--- src/rtl/input_capture_pkg.sv ---
// Shared I/O address map and read-select decode for the memory-mapped I/O window.
package input_capture_pkg;

  // Input-side read addresses
  localparam logic [15:0] ADDR_EVT  = 16'hFFFB;
  localparam logic [15:0] ADDR_SW   = 16'hFFFC;
  localparam logic [15:0] ADDR_BTN  = 16'hFFFD;
  // LED output registers decoded by the output path; kept here so all decoders share one map
  localparam logic [15:0] ADDR_LED0 = 16'hFFFE;
  localparam logic [15:0] ADDR_LED1 = 16'hFFFF;

  localparam int unsigned N_BTN = 4;
  localparam int unsigned N_SW  = 9;

  typedef enum logic [1:0] {
    SEL_NONE,
    SEL_EVT,
    SEL_SW,
    SEL_BTN
  } rd_sel_e;

  // Selects the read source; stores (oe = 1) never select anything
  function automatic rd_sel_e decode_rd(input logic [15:0] a, input logic oe);
    rd_sel_e sel;
    sel = SEL_NONE;
    if (!oe) begin
      case (a)
        ADDR_EVT: sel = SEL_EVT;
        ADDR_SW:  sel = SEL_SW;
        ADDR_BTN: sel = SEL_BTN;
        default:  sel = SEL_NONE;
      endcase
    end
    return sel;
  endfunction

endpackage

--- src/rtl/input_capture_debouncer.sv ---
// Single-key debouncer: accepts a level change only after DEBOUNCE_CYCLES
// consecutive cycles of a differing synchronized sample.
module debouncer #(
  parameter int unsigned DEBOUNCE_CYCLES = 50000,
  parameter int unsigned CNT_W           = 16
) (
  input  logic clk,
  input  logic reset,
  input  logic sample,
  output logic stable,
  output logic rise
);

  localparam logic [CNT_W-1:0] LAST = CNT_W'(DEBOUNCE_CYCLES - 1);

  logic [CNT_W-1:0] r_cnt;
  logic             r_stable;
  logic             w_diff;
  logic             w_accept;

  assign w_diff   = sample ^ r_stable;
  assign w_accept = w_diff & (r_cnt == LAST);

  // Count consecutive differing samples; any agreeing sample restarts the count
  always_ff @(posedge clk or negedge reset) begin
    if (!reset) begin
      r_cnt    <= '0;
      r_stable <= 1'b0;
    end else if (!w_diff) begin
      r_cnt    <= '0;
    end else if (w_accept) begin
      r_stable <= sample;
      r_cnt    <= '0;
    end else begin
      r_cnt    <= r_cnt + 1'b1;
    end
  end

  assign stable = r_stable;
  // Combinational so the event flag sets on the same edge the stable level rises
  assign rise   = w_accept & sample;

endmodule

--- src/rtl/input_capture.sv ---
// Button/switch input capture for the CPU I/O window: synchronizers, debouncers,
// sticky read-to-clear press flags and the combinational read mux.
module input_capture
  import input_capture_pkg::*;
#(
  parameter int unsigned DEBOUNCE_CYCLES = 50000,
  parameter int unsigned CNT_W           = 16
) (
  input  logic        clk,
  input  logic        reset,
  input  logic [15:0] addr,
  input  logic        oe,
  input  logic [3:0]  buttons,
  input  logic [8:0]  switches,
  output logic [15:0] data_io,
  output logic        le,
  output logic        irq
);

  logic [N_BTN-1:0] r_btn_s1;
  logic [N_BTN-1:0] r_btn_s2;
  logic [N_SW-1:0]  r_sw_s1;
  logic [N_SW-1:0]  r_sw_s2;
  logic [N_BTN-1:0] r_evt;
  logic             r_irq;

  logic [N_BTN-1:0] w_sample;
  logic [N_BTN-1:0] w_btn_db;
  logic [N_BTN-1:0] w_rise;
  logic [N_BTN-1:0] w_evt_next;
  logic             w_rd_evt;
  rd_sel_e          w_sel;

  // Two-flop synchronizers, reset to the idle board levels
  always_ff @(posedge clk or negedge reset) begin
    if (!reset) begin
      r_btn_s1 <= '1;
      r_btn_s2 <= '1;
      r_sw_s1  <= '0;
      r_sw_s2  <= '0;
    end else begin
      r_btn_s1 <= buttons;
      r_btn_s2 <= r_btn_s1;
      r_sw_s1  <= switches;
      r_sw_s2  <= r_sw_s1;
    end
  end

  assign w_sample = ~r_btn_s2;

  for (genvar g = 0; g < N_BTN; g++) begin : g_db
    debouncer #(
      .DEBOUNCE_CYCLES(DEBOUNCE_CYCLES),
      .CNT_W          (CNT_W)
    ) u_db (
      .clk   (clk),
      .reset (reset),
      .sample(w_sample[g]),
      .stable(w_btn_db[g]),
      .rise  (w_rise[g])
    );
  end

  assign w_sel    = decode_rd(addr, oe);
  assign w_rd_evt = (w_sel == SEL_EVT);

  // Next event flags: a flag read clears, a coincident press sets (set wins)
  always_comb begin
    w_evt_next = r_evt;
    if (w_rd_evt) begin
      w_evt_next = '0;
    end
    w_evt_next = w_evt_next | w_rise;
  end

  // Sticky event flags and registered interrupt
  always_ff @(posedge clk or negedge reset) begin
    if (!reset) begin
      r_evt <= '0;
      r_irq <= 1'b0;
    end else begin
      r_evt <= w_evt_next;
      r_irq <= |w_evt_next;
    end
  end

  assign irq = r_irq;

  // Combinational read mux toward the transceiver
  always_comb begin
    data_io = '0;
    le      = 1'b0;
    case (w_sel)
      SEL_EVT: begin
        le      = 1'b1;
        data_io = {12'b0, r_evt};
      end
      SEL_SW: begin
        le      = 1'b1;
        data_io = {7'b0, r_sw_s2};
      end
      SEL_BTN: begin
        le      = 1'b1;
        data_io = {12'b0, w_btn_db};
      end
      default: begin
        le      = 1'b0;
        data_io = '0;
      end
    endcase
  end

endmodule

--- config.mk ---
export PLATFORM = sky130hd
export DESIGN_NAME = input_capture
export DESIGN_NICKNAME = d
export VERILOG_FILES = /design/src/rtl/input_capture_pkg.sv /design/src/rtl/input_capture_debouncer.sv /design/src/rtl/input_capture.sv
export SDC_FILE = /design/constraint.sdc
export NUM_CORES = 1
export LEC_CHECK = 0
export CORE_UTILIZATION = 55
export CTS_CLUSTER_DIAMETER = 50
export DETAILED_ROUTE_END_ITERATION = 8
export GPL_TIMING_DRIVEN = 0
export MAX_ROUTING_LAYER = met4
export PLACE_DENSITY = 0.89
export SKIP_CTS_REPAIR_TIMING = 1
export SYNTH_ARGS = -nofsm -noshare
export SYNTH_HDL_FRONTEND = slang
export SYNTH_SLANG_ARGS = --single-unit
--- constraint.sdc ---
create_clock -name clk -period 4 [get_ports clk]
set_input_delay 1 -clock clk [delete_from_list [all_inputs] [get_ports clk]]
set_output_delay 1 -clock clk [all_outputs]
set_load 0.005 [all_outputs]
Word level (Yosys, flattened, before mapping)

Index checks and enable logic that the tools add are counted.

Eq/ne operators: 10
Reduce and logical (&&, ||, !) cells: 6
$mul: 0
Shifts and indexed selects: 0
Magnitude comparators: 0
Add/subtract/negate cells: 4
Bitwise logic cells: 14
Multiplexer cells: 13
Divide/modulo/power cells: 0

Operator list:

| operator                | number |
|---|---|
| $mux W16                | 8 |
| $eq A16 B16 Y1 const B  | 7 |
| $add A16 B1 Y16 const B | 4 |
| $pmux W9 S3             | 1 |
| $and A1 B1 Y1           | 8 |
| $reduce_and A2 Y1       | 4 |
| $pmux W2 S3             | 1 |
| $eq A2 B2 Y1 const B    | 2 |
| $mux W4                 | 1 |
| $not A4 Y4              | 1 |
| $or A4 B4 Y4            | 1 |
| $reduce_or A4 Y1        | 1 |
| $xor A1 B1 Y1           | 4 |
| $reduce_or A3 Y1        | 1 |
| $eq A2 B1 Y1 const B    | 1 |
| $mux W2                 | 1 |
| $mux W1                 | 1 |

Word-level logic and storage cells: 61
Register bits after elaboration: 99
Bits in latches: 0
Output and inout bits: 18
Bits in writable memories: 0
Input bits: 32
Memories kept: 0
Memory bits (read-only): 0

Logic depth before layout (Yosys ltp)

Gate-level depths: netlist of the first run.

Word-level depth: 7
Mapped depth: 6
Depth with buffers taken out: 5

Hierarchy

From an unflattened synthesis of the first run, not the netlist that was laid out.

Cell total of the unflattened synthesis: 426
Area, all modules: 4710.8 um^2

By module, submodules not included:

| module        | seq. area each (um^2) | instances | cells each | area each (um^2) |
|---|---|---|---|---|
| debouncer     | 425.4                 | 4         | 87         | 897.1 |
| input_capture | 785.8                 | 1         | 78         | 1122.3 |

Worst setup path after synthesis of the first run

Ideal clock, no wire load.

Path type: input to output
Start: in oe
End: out data_io[4]
Cell stages on the path: 5
Path slack: 878 ps
Required time: 3000 ps
Arrival time: 2122 ps
Buffers on the path: 1
Path through: nand4b_1 nor4_2 and3b_1 clkbuf_1 and2_1

Word-level cells in the longest chain between the ends: 3
Elaborated cells on any way between the ends: 5
Classes of those cells: eq/ne (3); mux (2)

RTL lines:

| item                                         | line                    | RTL |
|---|---|---|
| start: declaration                           | input_capture.sv:12     | `input logic oe,` |
| $mux W2 (*)                                  | input_capture_pkg.sv:26 | `if (!oe) begin` |
| $eq A2 B2 Y1 or $eq A2 B1 Y1 (tied branches) | input_capture.sv:93     | `case (w_sel)` |
| $pmux W9 S3 (*)                              | input_capture.sv:93     |  |
| end: declaration                             | input_capture.sv:15     | `output logic [15:0] data_io,` |

Mark *: on every way between the ends. The rest lies on a longest branch, timed or not.

Worst setup path after layout of the first run

Same ends and word-level chain as after synthesis.

==> results of run 1 <==
## power breakdown
group,switching (mW),internal [mW]
clock,0.333,0.307
combinational,0.0495,0.0470
sequential,0.0145,1.03
## synthesized netlist by cell type (2+ instances only)
cell type  number
a21o_1          3
a21oi_1         7
and2_1          5
and3_1         12
and4_1          2
buf_2           2
buf_4           7
clkbuf_1        7
dfrtp_1        91
dfstp_2         8
ha_1            4
inv_1           4
mux2i_1         4
nand2_1        29
nand3_1        21
nand4_1        21
nor2_1         59
nor2b_1         2
nor3_1         13
nor4_1         10
nor4b_1         4
nor4bb_1        7
o21ai_0         9
o2bb2ai_1       4
o31ai_1         4
or2_2           3
or3_1           4
or4_1           4
xnor2_1        35
xor2_1         16
## sequential cells by signal (all words and copies together), names as in the netlist
signal and flops:
r_evt 4, irq 1, r_btn_s1 4, r_sw_s1 9, g_db.u_db.stable 4, g_db.u_db.r_cnt 64
r_btn_s2 4, r_sw_s2 9
## per-stage QoR
stage / TNS (ns) / total power [mW] / hold WS (ns) / utilization [%]
2_1_floorplan: 0 / 1.09 / 0.331 / -
3_3_place_gp: -142.93 / 1.15 / 0.331 / 64.4
3_5_place_dp: -3.19 / 1.16 / 0.336 / 64.7
4_1_cts: -3.30 / 1.79 / 0.347 / 67.2
5_1_grt: -0.0329 / 1.85 / 0.352 / 68.3
6_report: 0 / 1.78 / 0.342 / 68.3
## area by class of cell
class	count	area, um^2	area share [%]
plain buffers	14	81.3	1.53
clock buffers	12	145	2.73
clock inverters	4	51.3	0.967
inverters	4	15.0	0.283
multi-input cells	302	1890	35.6
flip-flops and latches	99	2490	46.9
well taps	102	128	2.40
repair buffers	46	508	9.57
## worst min path at each step
stage | start | to | slack [ns] | cells after the start
global route | r_btn_s1[3] | r_btn_s2[3] | 0.35 | 0
floorplan | r_sw_s1[0] | r_sw_s2[0] | 0.33 | 0
global placement | r_sw_s1[8] | r_sw_s2[8] | 0.33 | 0
CTS | r_btn_s1[3] | r_btn_s2[3] | 0.35 | 0
finish | r_btn_s1[3] | r_btn_s2[3] | 0.34 | 0
detailed placement | r_sw_s1[8] | r_sw_s2[8] | 0.34 | 0
## metal layers
metal	vias up	track usage, %
li1	1566	-
met1	1614	29.0
met2	77	36.5
met3	21	4.81
met4	0	10.4
met5	-	-
## cell families after synthesis
family / share of synthesized area, %
flip-flops: 56.1
adder cells (fa/ha/maj): 1.13
AO/OA/AOI/OAI: 4.72
multiplexers: 0.904
other: 0.0846
XOR/XNOR: 10.1
buffers and inverters: 2.34
AND/OR/NAND/NOR: 24.6
==> metrics.cfg, run 1 <==
[finish]
drive_gt1_share_pct=10.8
fin_nets=512
layout_common_cells=dfrtp_1 (91), nor2_1 (59), xnor2_1 (35)
syn_to_final_growth_pct=19.8
stdcell_area_um2=5310
final_cells=583
nFillCells=563
mostFrequentLayoutCell=dfrtp_1
diodes=0

[power]
powerDensity_nw_per_um2=335
max-vdd-ir-drop_mv=0.240
p_leak_nw=2.40

[critical_path]
arrival_ns=2.96
cp.required_ns=3.00
worst-path-stages=6
crit_path_start_kind=primary input
critPathLaunch=oe
setup.worst_path.class=primary input to primary output
crit_path_frequent_cell=clkdlybuf4s50_1
slowest_delay_ns=0.49
crit_path_end=data_io[4]
worstSetupEndpointType=primary output
crit_path_cell_trace=clkdlybuf4s50_1 > nand4b_1 > nor4_4 > and3b_2 > and2_4 > clkdlybuf4s50_1
rrSetupSlack_ns=1.94
timing.rr.end=g_db[2].u_db.r_cnt[6]
worst-path-buf-inv=2
rr_worst_depth=6
critPathTopFamily=simple AND/OR/NAND/NOR gates
crit_path_top_delay_cell=clkdlybuf4s50_1
reg2reg_from=g_db[2].u_db.r_cnt[4]
crit_fanout=7

[clocking]
clk_latency_ns=0.36
clockBufferDepth=2
htreeDepth=3
cts_buffers=9
cts.sinks=99
clk_pin_slew_worst_paths_ns=0.10
cts_tree=yes
cts_root_buf=clkbuf_8

[floorplanning]
fp.dieH_um=91.8
initial_core_util_pct=57.0
num_io_pins=50
dieArea_um2=8420
core_um2=7770
die_w_um=91.8
rows=32

[detailed_routing]
first_iter_violations=167
final_antenna_net_count=0
viasPerCell=5.62
drt-total-wl_um=8670
route.top_layer_used=met4
via_count=3278
wl_met1_um=3760
first_pass_iters=4
met3WireLength_um=317
drc=0
routedWlPerCell_um=14.9
wl_met2_um=4350

[grt]
grt_pass1_vias=3304
grt_first_pass_wirelength_um=14900
antenna_found_initial=0
grt_max_degree=53
gr-usage-all-layers_pct=23.1
grt-ovfl-total=0

[logic_synthesis]
syn_area_um2=4430
ys_warn_count=0
yosysSeqAreaShare_pct=56.1
synth.distinct_cells=44
synthTopCellsByArea=dfrtp_1 (51%), xnor2_1 (6.9%), nor2_1 (5.0%), dfstp_2 (4.7%), xor2_1 (3.2%)
ys.flop_type=dfrtp_1
ys_seq_elements=99
synth_top_area_share_pct=51.4
synth-edff-count=0
synth_cells=415
synth.largest_area_cell=dfrtp_1
avgSynthCellArea_um2=10.7
async_flop_share_pct=100

[sta]
setup_viol=0
achievable-frequency_mhz=253
fin_skew_ns=0.0155
setup_slack_ns=0.0434
worst_pin_slew_ns=0.614
max_slew_margin_pct=59.0
hold_viol=0
layout_min_cycle_time_ns=3.96
maxSlewViolCount=0
post-route-period-util_pct=98.9

[placement]
place_congestion=0.894
postPlaceCellArea_um2=5030
post-place-ws_ns=-0.377
post-dp-hpwl_um=6030
io_buffers=42
place_inst=566

[run]
maxCapViolations=0

[status]
outcome=finished clean

[worst_hold_path]
hold_class=flip-flop to flip-flop

No activity file was read; power rests on OpenSTA's default activity.
==> inputs of run 2 (changes only) <==
Settings changed: GPL_ROUTABILITY_DRIVEN set to 0.
==> results of run 2 <==
No change in the layout: final DEF, timing and power equal those of run 1.
